<file path="src/rtl/output_argmax.sv">
// Scans the output-unit RAM through its registered-read port and reports the
// index and value of the largest unsigned activation (lowest index on ties).
module output_argmax #(
  parameter int unsigned DATA_WIDTH = 8,
  parameter int unsigned ADDR_WIDTH = 4,
  parameter int unsigned NUM_UNITS  = 10
) (
  input  logic                  clk,
  input  logic                  rst,
  input  logic                  start,
  output logic [ADDR_WIDTH-1:0] ram_addr,
  input  logic [DATA_WIDTH-1:0] ram_q,
  output logic                  busy,
  output logic                  done,
  output logic [ADDR_WIDTH-1:0] digit,
  output logic [DATA_WIDTH-1:0] max_val
);

  localparam logic [ADDR_WIDTH-1:0] LAST_IDX = ADDR_WIDTH'(NUM_UNITS - 1);

  typedef enum logic {IDLE, SCAN} state_t;

  state_t                  r_state;
  logic [ADDR_WIDTH-1:0]   r_cnt;
  logic                    r_req_done;
  logic                    r_vld;
  logic [ADDR_WIDTH-1:0]   r_cmp_idx;
  logic [DATA_WIDTH-1:0]   r_best_val;
  logic [ADDR_WIDTH-1:0]   r_best_idx;
  logic                    r_busy;
  logic                    r_done;
  logic [ADDR_WIDTH-1:0]   r_digit;
  logic [DATA_WIDTH-1:0]   r_max_val;

  logic                    w_take;
  logic [DATA_WIDTH-1:0]   w_next_val;
  logic [ADDR_WIDTH-1:0]   w_next_idx;
  logic                    w_last;

  always_comb begin
    w_take     = (r_cmp_idx == '0) || (ram_q > r_best_val);
    w_next_val = w_take ? ram_q     : r_best_val;
    w_next_idx = w_take ? r_cmp_idx : r_best_idx;
    w_last     = r_vld && (r_cmp_idx == LAST_IDX);
  end

  always_ff @(posedge clk) begin
    if (rst) begin
      r_state    <= IDLE;
      r_cnt      <= '0;
      r_req_done <= 1'b0;
      r_vld      <= 1'b0;
      r_cmp_idx  <= '0;
      r_best_val <= '0;
      r_best_idx <= '0;
      r_busy     <= 1'b0;
      r_done     <= 1'b0;
      r_digit    <= '0;
      r_max_val  <= '0;
    end else begin
      r_done <= 1'b0;
      case (r_state)
        IDLE: begin
          if (start) begin
            r_state    <= SCAN;
            r_cnt      <= '0;
            r_req_done <= 1'b0;
            r_vld      <= 1'b0;
            r_busy     <= 1'b1;
          end
        end
        SCAN: begin
          if (r_cnt != LAST_IDX) r_cnt <= r_cnt + 1'b1;
          else                   r_req_done <= 1'b1;
          // ram_q carries entry r_cnt one cycle after it was addressed
          r_vld     <= !r_req_done;
          r_cmp_idx <= r_cnt;
          if (r_vld) begin
            r_best_val <= w_next_val;
            r_best_idx <= w_next_idx;
          end
          if (w_last) begin
            r_digit   <= w_next_idx;
            r_max_val <= w_next_val;
            r_done    <= 1'b1;
            r_vld     <= 1'b0;
            // A start seen on the completion edge chains straight into the
            // next scan so back-to-back scans take NUM_UNITS+1 cycles each.
            if (start) begin
              r_cnt      <= '0;
              r_req_done <= 1'b0;
            end else begin
              r_state <= IDLE;
              r_busy  <= 1'b0;
            end
          end
        end
        default: r_state <= IDLE;
      endcase
    end
  end

  assign ram_addr = (r_state == SCAN) ? r_cnt : '0;
  assign busy     = r_busy;
  assign done     = r_done;
  assign digit    = r_digit;
  assign max_val  = r_max_val;

endmodule

</file>
<file path="config.mk">
export PLATFORM = sky130hd
export DESIGN_NAME = output_argmax
export DESIGN_NICKNAME = d
export VERILOG_FILES = /design/src/rtl/output_argmax.sv
export SDC_FILE = /design/constraint.sdc
export NUM_CORES = 1
export LEC_CHECK = 0
export CORE_UTILIZATION = 40
export CTS_BUF_LIST = sky130_fd_sc_hd__clkbuf_8
export DETAILED_ROUTE_END_ITERATION = 7
export SLEW_MARGIN = 15
export SYNTH_ARGS = -nofsm -noshare
export SYNTH_HDL_FRONTEND = slang
export SYNTH_SLANG_ARGS = --single-unit
</file>
<file path="constraint.sdc">
create_clock -name clk -period 2.7 [get_ports clk]
set_input_delay 0.27 -clock clk [delete_from_list [all_inputs] [get_ports clk]]
set_output_delay 0.27 -clock clk [all_outputs]
set_load 0.03 [all_outputs]
</file>
* Word level (Yosys, flattened, before mapping)
Index checks and enable logic that the tools add are counted.
** Word-level totals
- Output and inout port bits :: 18
- Flip-flop bits (word level) :: 37
- Memories kept :: 0
- Bits in latches :: 0
- Bits in writable memories :: 0
- Bits in read-only memories :: 0
** Cells by class
- $lt $le $gt $ge :: 1
- Reductions and logical operators :: 8
- Add/sub/neg operators :: 1
- Multiplexer cells :: 23
- Shift operators :: 0
- Div/mod/pow operators :: 0
- Bitwise gates (word level) :: 1
- Equal/unequal tests :: 5
- Multiply operators :: 0
** Operators by type and width (count)
- two-way mux 4 bit :: 6
- two-way mux 1 bit :: 11
- > comparator 8 bit :: 1
- two-way mux 8 bit :: 1
- one-hot mux 1 bit (2 select lines) :: 4
- one-hot mux 4 bit (2 select lines) :: 1
- adder 4 x 1 -> 4 bit, second input constant :: 1
- equality test 4 bit, second input constant :: 1
- logical NOT 4 bit :: 1
- != test 2 bit, second input constant :: 2
- != test 4 bit, second input constant :: 1
- AND reduction 2 bit :: 2
- AND reduction 3 bit :: 1
- != test 2 x 1 -> 1 bit, second input constant :: 1
- OR reduction 2 bit :: 1
- logical AND 1 bit :: 1
- logical NOT 1 bit :: 1
- logical OR 1 bit :: 1
- inverter 1 bit :: 1

* Depth between registers and ports, before layout
- Depth in word-level cells :: 5
- Depth in mapped cells :: 8
- Depth with buffers taken out :: 7

* Least setup slack after synthesis
Ideal clock, no wire load.
- Kind :: reg2reg
- Start point :: reg r_best_val[3]
- End point :: reg r_best_idx[1]
- Data arrival time :: 1.850 ns
- Clock period less this slack :: 1.910 ns
- Stages on the path, launching flop included :: 8
- Slack :: 0.790 ns
- Cells stage by stage :: dfxtp_1 -> inv_1 -> ha_1 -> and4_4 -> nor2b_4 -> a211o_4 -> a311oi_4 -> a22o_1
** Between the ends
- Longest elaborated chain between the ends :: 3
** RTL lines
- start, declared :: RTL line 28 : logic [DATA_WIDTH-1:0] r_best_val;
- start signal, assigned :: RTL line 79 : r_best_val <= w_next_val;
- > comparator 8 bit :: RTL line 41 : w_take = (r_cmp_idx == '0) || (ram_q > r_best_val);
- logical OR 1 bit :: RTL line 41
- two-way mux 4 bit :: RTL line 43 : w_next_idx = w_take ? r_cmp_idx : r_best_idx;
- end signal, assigned :: RTL line 80 : r_best_idx <= w_next_idx;
- end, declared :: RTL line 29 : logic [ADDR_WIDTH-1:0] r_best_idx;
No other way between the ends.
A chain may end at the register's enable or synchronous reset.

* Worst setup path after layout
- Start point :: reg r_state
- End point :: out ram_addr[1]
** Between the ends
- Longest elaborated chain between the ends :: 1
** RTL lines
- start, declared :: RTL line 23 : state_t r_state;
- start signal, assigned :: RTL line 49 : r_state <= IDLE;
- start signal, assigned :: RTL line 65 : r_state <= SCAN;
- start signal, assigned :: RTL line 93 : r_state <= IDLE;
- two-way mux 4 bit :: RTL line 103 : assign ram_addr = (r_state == SCAN) ? r_cnt : '0;
- end, declared :: RTL line 11 : output logic [ADDR_WIDTH-1:0] ram_addr,
No other way between the ends.

==> results by group <==
Clock tree
  • TritonCTS Buffers: 5
  • Clock transition at the registers of the reported paths: 0.07 ns
  • Longest Clk Path Bufs: 2
  • CTS Hold Bufs: 0
  • Post-CTS Resized: 0
  • H-tree depth: 2
  • CTS Root Cell: clkbuf_8
  • Clock insertion delay at the later pin of the skew report: about 0.29 ns
  • Post-CTS Repair Setup Buffers: 0
  • CTS tree: built
  • Num Clock Sinks: 37

Final layout
  • Combined area of the multi-input logic cells: 965 um^2
  • Ratio of cells with drive above 1 in the final layout: 0.117
  • Filler cell count in the final layout: ~430
  • Area Growth Syn to Fin: 24.4%
  • Register Area: about 740 um^2
  • # diodes: 0
  • Layout Nets: 252
  • Post-route insts no fill: 283

Worst setup path
  • Worst path cell trace: inv_1 > nor2_1 > clkdlybuf4s50_1
  • WP buf/inv: 2
  • Crit path launch type: flop
  • CP max FO: 12
  • CP delay by family, top: buffers and inverters
  • Kind of critical path: flop to output port
  • Critical path depth in cells: 3
  • Crit end category: output port
  • Crit path DAT: just under 2 ns
  • CP required: 2.43 ns
  • Worst path slowest cell: clkdlybuf4s50_1
  • R2R depth: 8
  • Critical Path Max Stage Delay: 0.70 ns
  • Setup slack, reg-to-reg: 0.57 ns

Placement
  • HPWL Detailed: 3.11 mm
  • Routability cong.: 0.869
  • DP Worst Slack: 0.221 ns
  • Port Buf Inserts: 28
  • Cell count after placement: 276

Global route
  • Initial antenna violation count: 0
  • First-pass GRT wire length: 7.16 mm
  • Global routing usage on met3: 0.0526
  • Grt peak-use layer: met2
  • Largest net degree at the start of global routing: 21
  • Global route overflow: 0
  • M2 GR Usage: 0.301
  • Vias in the first global route: ~1500
  • Met1 Use GR: 0.234
  • GRT Overall Usage: 0.191

Floorplanning
  • Core ar.: ~0.0043 mm^2
  • Die Area: 0.00476 mm^2
  • Die width: 69.0 um
  • Die Y: 69.0 um
  • Row count: 24
  • Initial Util: 0.416
  • Num ports: 29

Synth
  • Post-synthesis sequential area ratio: 0.412
  • Number of synthesized flops with an enable pin: 0
  • YS warnings: 0
  • Post-Synthesis Cells: 198
  • Mapped Area: 0.00180 mm^2
  • Top_reg_cell synth: dfxtp_1
  • Asr flop ratio synth: 0
  • Syn nets: 219
  • Number of distinct library cells after synthesis: 42
  • Mean Syn Cell Area: 9.07 um^2
  • Flops & latches, synth: 37

Power
  • Worst IR Drop VDD: 0.278 mV
  • Pleak: about 0.79 nW
  • PwrDens: between 400 and 500 mW/mm^2

STA
  • Fin. max-slew vios: 0
  • F_max: 453 MHz
  • PnR worst setup slack: a little under 0.5 ns
  • Minimum clock period: 2.21 ns
  • Setup TNS: 0 ns
  • Final setup violation count: 0
  • Slew HR: 0.660
  • Clk_skew: 0.00398 ns
  • Fin crit share: 0.817
  • RSZ-0062 raised after global routing: no
  • Worst-Margin Slew: 0.510 ns
  • Final hold vios: 0

Min path
  • WHS Path Cells: 2
  • Hold crit path type: flop to flop

Detailed routing
  • Iter 0 DRT Violations: 77
  • Drt drc: 0
  • Routed via count: 1587
  • Drt pass-1 iters: 4
  • Routed WL per cell: 15.0 um
  • WL final: 4.24 mm
  • Post-route ant nets: 0
  • Vias per cell: 5.61

Job
  • Max cap viols: 0

Run status
  • Outcome: complete, no violations
[through the flow]
step | cell area, um^2 | total power [W] | hold WS [ns] | util
floorplan | 1800 | 0.000658 | 0.387 | -
finish | 2230 | 0.00108 | 0.460 | 0.517
detailed placement | 2150 | 0.000703 | 0.450 | 0.497
global route | 2230 | 0.00113 | 0.481 | 0.517
CTS | 2230 | 0.00108 | 0.459 | 0.517
global placement | 2150 | 0.000700 | 0.448 | 0.497
[worst min-delay path, cell delays in order (launching register included)]
cell and delay [ns]:
dfxtp_1 0.31, nand2_1 0.05, a21oi_1 0.05
[placed cells by master, fill, tap and decap left out, types with 8 or more instances in the layout]
cell,instances
dfxtp_1,37
clkdlybuf4s50_1,28
a21oi_1,14
nand3_1,11
a311oi_1,8
o21ai_1,9
nor2_1,25
a22o_1,12
ha_1,10
inv_1,13
[final timing paths]
| kind | start | to |
|---|---|---|
| min | digit[1]$_SDFFE_PP0P_ | digit[1]$_SDFFE_PP0P_ |
| max | r_state$_SDFF_PP0_ | ram_addr[1] |
| max reg2reg | r_best_val[1]$_SDFFE_PP0P_ | r_best_val[0]$_SDFFE_PP0P_ |
| min reg2reg | digit[1]$_SDFFE_PP0P_ | digit[1]$_SDFFE_PP0P_ |
[sequential cells by signal, indices dropped and copies added, names as in the netlist]
register and cells:
max_val 8, r_cnt 4, r_state 1, r_vld 1, busy 1, r_req_done 1, done 1, r_best_idx 4
r_best_val 8, digit 4, r_cmp_idx 4
[layout make-up]
class / count / area share
timing repair buffer: 35 / 0.149
clock buffer: 6 / 0.0370
sequential: 37 / 0.331
clock inverter: 1 / 0.00168
inverter: 12 / 0.0202
multi-input combinational: 140 / 0.432
tap: 52 / 0.0291
[where the power goes]
group | total (W) | internal, W | switching (W)
Sequential | 0.000565 | 0.000554 | 0.0000103
Combinational | 0.000128 | 0.0000530 | 0.0000747
Clock | 0.000385 | 0.000199 | 0.000186
[layer usage]
layer	vias to the layer above	wire, um
li1	799	-
met1	741	2090
met2	37	1880
met3	10	173
met4	0	97
met5	-	0
[synthesized netlist by cell type, drive strengths merged, types with 3 or more instances]
cell / n / area share
a22o: 12 / 0.058
ha: 10 / 0.070
nand3: 11 / 0.031
nor2: 25 / 0.052
clkbuf: 4 / 0.0084
dfxtp: 37 / 0.41
o21ai: 12 / 0.033
nand2: 7 / 0.015
a21oi: 15 / 0.044
and2: 4 / 0.014
inv: 12 / 0.025
a311oi: 9 / 0.054
or2: 4 / 0.014
buf: 5 / 0.017
nor3: 3 / 0.0084
[cells by family after synthesis]
group | synth area share
DFF | 0.412
and+or+nand+nor | 0.202
AOI/OAI and AO/OA | 0.265
adders and majority gates | 0.0696
buffers and inverters | 0.0508
Power figures use the tool's default switching activity.
